===== config.mk =====
export PLATFORM = sky130hd
export DESIGN_NAME = pipe_hazard_ctrl
export DESIGN_NICKNAME = d
export VERILOG_FILES = /design/src/rtl/pipe_ctrl_pkg.sv /design/src/rtl/pipe_lu_detect.sv /design/src/rtl/pipe_hazard_ctrl.sv
export SDC_FILE = /design/constraint.sdc
export NUM_CORES = 1
export LEC_CHECK = 0
export CORE_AREA = 2 2 39 41
export CTS_CLUSTER_SIZE = 25
export DETAILED_ROUTE_END_ITERATION = 8
export DIE_AREA = 0 0 41 43
export GPL_ROUTABILITY_DRIVEN = 0
export GPL_TIMING_DRIVEN = 0
export SYNTH_ARGS = -nofsm -noshare
export SYNTH_HDL_FRONTEND = slang
export SYNTH_SLANG_ARGS = --single-unit

===== constraint.sdc =====
create_clock -name clk -period 2.6 [get_ports clk]
set_clock_uncertainty 0.05 [all_clocks]
set_input_delay 0.52 -clock clk [delete_from_list [all_inputs] [get_ports clk]]
set_output_delay 0.52 -clock clk [all_outputs]
set_load 0.03 [all_outputs]

===== src/rtl/pipe_ctrl_pkg.sv =====
// Shared definitions for the pipeline sequencing controller: the controller
// state encoding and the default length of the interrupt entry sequence.
package pipe_ctrl_pkg;

    // Controller states. INT_SEQ is only reachable when the interrupt
    // sequencer is built (PIPE_INT_SEQ_EN).
    typedef enum logic [1:0] {
        ST_RUN     = 2'd0,
        ST_INT_SEQ = 2'd1,
        ST_HALT    = 2'd2
    } pipe_state_e;

    // Default number of cycles spent pushing PC/flags on interrupt entry.
    localparam int INT_CYCLES_DEF = 2;

endpackage : pipe_ctrl_pkg


===== src/rtl/pipe_lu_detect.sv =====
// Load-use hazard detector: flags a decode-stage instruction that reads the
// destination of a load currently in EX. Purely combinational so it can be
// shared with a forwarding unit.
module pipe_lu_detect #(
    parameter int REG_W = 3
) (
    input  logic [REG_W-1:0] i_dec_rsrc1,
    input  logic [REG_W-1:0] i_dec_rsrc2,
    input  logic             i_dec_use1,
    input  logic             i_dec_use2,
    input  logic             i_ex_mem_read,
    input  logic [REG_W-1:0] i_ex_rdst,
    output logic             o_lu
);

    // A source only creates a hazard when the instruction actually reads it.
    function automatic logic src_hit(input logic             use_src,
                                     input logic [REG_W-1:0] rsrc,
                                     input logic [REG_W-1:0] rdst);
        return use_src && (rsrc == rdst);
    endfunction

    // Hazard exists only while the EX instruction is a load.
    always_comb begin
        o_lu = i_ex_mem_read &&
               (src_hit(i_dec_use1, i_dec_rsrc1, i_ex_rdst) ||
                src_hit(i_dec_use2, i_dec_rsrc2, i_ex_rdst));
    end

endmodule : pipe_lu_detect


===== src/rtl/pipe_hazard_ctrl.sv =====
// Pipeline sequencing controller: drives PC enable and the enable/flush of
// the fetch/decode and decode/ALU buffers. Resolves load-use stalls, taken
// branch flushes, multi-cycle interrupt entry and halt.
// Optional feature macro: PIPE_INT_SEQ_EN builds the interrupt sequencer
// (INT_SEQ state, step counter, pending flag). Without it i_int_req is
// ignored, the interrupt outputs are tied low and HALT exits only by rst.
module pipe_hazard_ctrl
    import pipe_ctrl_pkg::*;
#(
    parameter int INT_CYCLES = INT_CYCLES_DEF,
    parameter int REG_W      = 3
) (
    input  logic                            clk,
    input  logic                            rst,
    input  logic [REG_W-1:0]                i_dec_rsrc1,
    input  logic [REG_W-1:0]                i_dec_rsrc2,
    input  logic                            i_dec_use1,
    input  logic                            i_dec_use2,
    input  logic                            i_dec_hlt,
    input  logic                            i_ex_mem_read,
    input  logic [REG_W-1:0]                i_ex_rdst,
    input  logic                            i_ex_branch_taken,
    input  logic                            i_int_req,
    output logic                            o_pc_en,
    output logic                            o_fd_en,
    output logic                            o_fd_flush,
    output logic                            o_de_en,
    output logic                            o_de_flush,
    output logic                            o_int_active,
    output logic [$clog2(INT_CYCLES+1)-1:0] o_int_step,
    output logic                            o_int_done,
    output logic                            o_halted
);

    localparam int SW = $clog2(INT_CYCLES + 1);

    logic        lu;
    pipe_state_e state_q, state_d;

    pipe_lu_detect #(
        .REG_W (REG_W)
    ) u_lu_detect (
        .i_dec_rsrc1   (i_dec_rsrc1),
        .i_dec_rsrc2   (i_dec_rsrc2),
        .i_dec_use1    (i_dec_use1),
        .i_dec_use2    (i_dec_use2),
        .i_ex_mem_read (i_ex_mem_read),
        .i_ex_rdst     (i_ex_rdst),
        .o_lu          (lu)
    );

`ifdef PIPE_INT_SEQ_EN
    localparam logic [SW-1:0] LAST_STEP = SW'(INT_CYCLES - 1);

    logic [SW-1:0] step_q, step_d;
    logic          int_pending_q, int_pending_d;
    logic          int_want;
    logic          last_step;

    // In RUN a request seen this cycle is as good as one already pending.
    assign int_want  = int_pending_q | i_int_req;
    assign last_step = (step_q == LAST_STEP);

    // Step counter and pending-interrupt flag; a request during rst is dropped.
    always_ff @(posedge clk) begin
        if (rst) begin
            step_q        <= '0;
            int_pending_q <= 1'b0;
        end else begin
            step_q        <= step_d;
            int_pending_q <= int_pending_d;
        end
    end
`else
    // Request input has no consumer when the sequencer is not built.
    logic unused_int_req;
    assign unused_int_req = i_int_req;

    assign o_int_active = 1'b0;
    assign o_int_step   = '0;
    assign o_int_done   = 1'b0;
`endif

    // State register.
    always_ff @(posedge clk) begin
        if (rst) begin
            state_q <= ST_RUN;
        end else begin
            state_q <= state_d;
        end
    end

    // Next-state logic: branch > load-use > interrupt entry > halt > normal.
    always_comb begin
        state_d = state_q;
`ifdef PIPE_INT_SEQ_EN
        step_d        = step_q;
        // Requests accumulate in every state; entry to INT_SEQ consumes them.
        int_pending_d = int_pending_q | i_int_req;
`endif
        case (state_q)
            ST_RUN: begin
                if (i_ex_branch_taken || lu) begin
                    // Flush or stall cycle: interrupt/halt wait for a clean cycle.
                    state_d = ST_RUN;
`ifdef PIPE_INT_SEQ_EN
                end else if (int_want) begin
                    state_d       = ST_INT_SEQ;
                    step_d        = '0;
                    int_pending_d = 1'b0;
`endif
                end else if (i_dec_hlt) begin
                    state_d = ST_HALT;
                end
            end
`ifdef PIPE_INT_SEQ_EN
            ST_INT_SEQ: begin
                // Hazard inputs are ignored while the push slots run.
                if (last_step) begin
                    state_d = ST_RUN;
                    step_d  = '0;
                end else begin
                    step_d = step_q + SW'(1);
                end
            end
`endif
            ST_HALT: begin
`ifdef PIPE_INT_SEQ_EN
                if (int_pending_q) begin
                    state_d       = ST_INT_SEQ;
                    step_d        = '0;
                    int_pending_d = 1'b0;
                end
`else
                state_d = ST_HALT;
`endif
            end
            default: begin
                state_d = ST_RUN;
            end
        endcase
    end

    // Output logic: from registered state plus current hazard inputs, forced
    // to the safe values while rst is held.
    always_comb begin
        o_pc_en      = 1'b1;
        o_fd_en      = 1'b1;
        o_fd_flush   = 1'b0;
        o_de_en      = 1'b1;
        o_de_flush   = 1'b0;
        o_halted     = 1'b0;
`ifdef PIPE_INT_SEQ_EN
        o_int_active = 1'b0;
        o_int_step   = '0;
        o_int_done   = 1'b0;
`endif
        case (state_q)
            ST_RUN: begin
                if (i_ex_branch_taken) begin
                    // Wrong-path instructions in F/D and D/E are discarded;
                    // a coincident load-use stall dies with them.
                    o_fd_flush = 1'b1;
                    o_de_flush = 1'b1;
                end else if (lu) begin
                    // Hold PC and F/D, inject a bubble into EX.
                    o_pc_en    = 1'b0;
                    o_fd_en    = 1'b0;
                    o_de_flush = 1'b1;
                end
            end
`ifdef PIPE_INT_SEQ_EN
            ST_INT_SEQ: begin
                // PC loads only on the last step, when the vector is applied.
                o_pc_en      = last_step;
                o_fd_flush   = 1'b1;
                o_int_active = 1'b1;
                o_int_step   = step_q;
                o_int_done   = last_step;
            end
`endif
            ST_HALT: begin
                // Front end frozen; back end keeps draining bubbles.
                o_pc_en    = 1'b0;
                o_fd_en    = 1'b0;
                o_fd_flush = 1'b1;
                o_halted   = 1'b1;
            end
            default: begin
                o_pc_en = 1'b1;
            end
        endcase

        if (rst) begin
            o_pc_en      = 1'b0;
            o_fd_en      = 1'b0;
            o_fd_flush   = 1'b1;
            o_de_en      = 1'b0;
            o_de_flush   = 1'b1;
            o_halted     = 1'b0;
`ifdef PIPE_INT_SEQ_EN
            o_int_active = 1'b0;
            o_int_step   = '0;
            o_int_done   = 1'b0;
`endif
        end
    end

endmodule : pipe_hazard_ctrl


==> results.py <==
metrics = {
    "logic_synthesis": {
        "synth_compound_area_share_pct": 17.8,
        "ys_types": 15,
        "yosys.area_share.adder_pct": 0,
        "synth_top_family_by_area": "XOR/XNOR gates",
        "synth_warnings": 0,
        "postSynthAreaPerCell_um2": 7.28,
        "synthCells": 28,
        "synth-seq-cells": 1,
        "synth.cell_area_um2": 204,
        "synthMuxAreaShare_pct": 0,
        "seq_area_frac_synth_pct": 9.82,
        "synthSimpleGateAreaFrac_pct": 20.9,
        "synth-xor-area-share_pct": 25.8,
    },
    "power_and_ir_drop": {
        "sw_frac_of_total_pct": 41.3,
        "power_frac_clock_pct": 0,
        "total_power_w": 0.000110,
        "switching_power_w": 0.0000455,
        "pwr-share-comb_pct": 82.4,
        "p_leak_nw": 0.182,
        "power_density_nw_per_um2": 252,
        "ir_worst_vdd_mv": 0.0667,
        "internal_power_w": 0.0000647,
        "pwr-share-seq_pct": 17.6,
    },
    "sta": {
        "drv_slew": 0,
        "setup_slack_ps": 119,
        "fin_crit_sh_pct": 95.4,
        "period_minus_slack_ps": 2480,
        "fmax_ghz": 0.403,
        "setup_viol": 0,
        "rsz0062_at_grt": "false",
        "hold_viol": 0,
    },
    "global_routing": {
        "grt_max_degree": 5,
        "grt-ovfl-total": 0,
        "grt_pass1_wl_um": 793,
        "antenna_found_initial": 0,
        "grt_usage_pct": 6.09,
        "grt_pass1_vias": 216,
    },
    "worst_setup_path": {
        "path_max_fanout": 4,
        "path_common_cell": "clkdlybuf4s50_1",
        "timing.rr.start": "state_q[1]$_SDFFE_PP0P_",
        "cp.required_ps": 2030,
        "crit_path_end_kind": "output pin",
        "path_delay_family": "buffers and inverters",
        "worst-r2r-cell-count": 4,
        "regToRegSetupSlack_ps": 1770,
        "cpPeakStageDelay_ps": 660,
        "crit_slowest_cell": "clkdlybuf4s50_1",
        "start_kind": "input pin",
        "crit_path_start": "rst",
        "path_buf_inv": 3,
        "crit_chain": "clkdlybuf4s50_1, inv_1, nand3_1, clkdlybuf4s50_1",
        "worstPathArrival_ps": 1910,
        "rr_endpoint": "state_q[1]$_SDFFE_PP0P_",
        "worst-setup-path-type": "in -> out",
    },
    "floorplanning": {
        "start_util_pct": 14.7,
        "ioPinCount": 27,
        "coreArea_um2": 1380,
        "rows": 14,
        "die_h_um": 43,
        "die_width_um": 41,
        "dieArea_um2": 1760,
    },
    "layout": {
        "syn2layout_area_growth_pct": 115,
        "n_antenna_cell": 0,
        "largest-register": "state_q",
        "fillers": 158,
        "final_core_util_pct": 31.6,
        "largest_register_ffs": 1,
        "top_regs": "state_q: 1 flops",
        "design_area_um2": 438,
        "drive_above_1_share_pct": 19.2,
        "fin_cells": 68,
        "final_nets": 71,
    },
    "routing": {
        "via_per_inst": 3.79,
        "first_pass_iters": 1,
        "wl_per_cell_um": 7.57,
        "drt_iter0_markers": 0,
        "routed_wl_um": 515,
        "final_antenna_net_count": 0,
        "num_vias": 258,
        "drc": 0,
    },
    "clocking": {
        "hold_buffers": 0,
        "clkLatencyLatePin_ps": 0,
        "clk_pin_slew_worst_paths_ps": 0,
    },
    "job": {
        "drv_cap": 0,
    },
    "min_path": {
        "worst_hold_path.endpoint": "state_q[1]$_SDFFE_PP0P_",
        "hp-class": "reg -> reg",
        "hp-start": "state_q[1]$_SDFFE_PP0P_",
        "hold_depth": 4,
    },
    "placement": {
        "placed_area_um2": 445,
        "dp_cells": 68,
        "io_buffers": 21,
        "dp_slack_ps": -442,
        "hpwl_um": 492,
    },
    "status": {
        "outcome": "completed",
    },
}
==> worst max-delay path by stage <==
stage                      end  slack [ps]  cells past startpoint
floorplan              o_pc_en         360                      5
finish              o_fd_flush         120                      4
CTS                    o_fd_en          30                      6
global route           o_pc_en          10                      7
global placement       o_pc_en        -380                      7
detailed placement     o_pc_en        -440                      7
==> logic make-up (layout without fill, tap and decap cells) <==
kind of cell              Yosys count  after routing
and+or+nand+nor                     8              8
other                               1              4
buffers and inverters               8             29
xor gates and xnor gates            6              6
AOI/OAI and AO/OA                   4              4
DFF                                 1              1
==> Yosys cell counts, drive strengths merged <==
master	instances	area, um^2
inv	3	11.3
nand2b	1	6.26
nand2	1	6.26
a311oi	1	15.0
conb	1	3.75
o31ai	1	7.51
o21ai	1	5.00
nand3	1	5.00
a31o	1	8.76
nand4	2	12.5
nor3	1	5.00
xnor2	6	52.6
dfxtp	1	20.0
nor2	2	7.51
buf	5	37.5
==> timing repair <==
action	4_1_cts	5_1_grt
setup buffers	0	0
gates resized for setup	6	3
endpoints found under the setup margin	3	2
==> worst reg2reg max path, stage by stage, from the launching register on <==
cell and delay [ps]:
dfxtp_1 350, inv_1 80, nor2_1 140, nor2_1 60
o31ai_1 50
==> area by class of cell <==
type | instances | area (um^2) | share of cell area (%)
Timing Repair Buffer | 21 | 203 | 46.3
Multi-Input combinational cell | 22 | 146 | 33.4
Inverter | 3 | 11.3 | 2.57
Buffer | 5 | 37.5 | 8.57
Tap cell | 16 | 20.0 | 4.57
Sequential cell | 1 | 20.0 | 4.57
==> layer usage <==
| layer | wire length, um | vias to the layer above | track usage [%] | part of all wire [%] |
|---|---|---|---|---|
| met5 | 0 | - | 0 | 0 |
| met4 | 0 | 0 | 0 | 0 |
| met3 | 82 | 0 | 0.524 | 16 |
| met2 | 266 | 20 | 12.8 | 52 |
| met1 | 167 | 104 | 6.01 | 32 |
| li1 | - | 134 | - | - |
==> placed cells by master (no fill, tap or decap), drive strengths merged <==
master,instances
a311oi,1
a31o,1
buf,7
clkdlybuf4s15,1
clkdlybuf4s50,18
conb,4
dfxtp,1
inv,3
nand2,1
nand2b,1
nand3,1
nand4,2
nor2,2
nor3,1
o21ai,1
o31ai,1
xnor2,6
==> metrics by stage <==
step           TNS (ps)  hold WS, ps
3_5_place_dp       -995          628
6_report              0          633
2_1_floorplan         0          572
5_1_grt               0          687
3_3_place_gp       -857          632
4_1_cts               0          630
==> power by group through the flow <==
stage	registers, W	clock network, W	logic (W)
finish	0.0000194	0	0.0000909
global placement	0.0000192	0	0.0000937
floorplan	0.0000188	0	0.0000513
detailed placement	0.0000192	0	0.0000946
CTS	0.0000192	0	0.0000926
global route	0.0000196	0	0.0000981
Note: power is estimated with default switching activity, not from simulation.
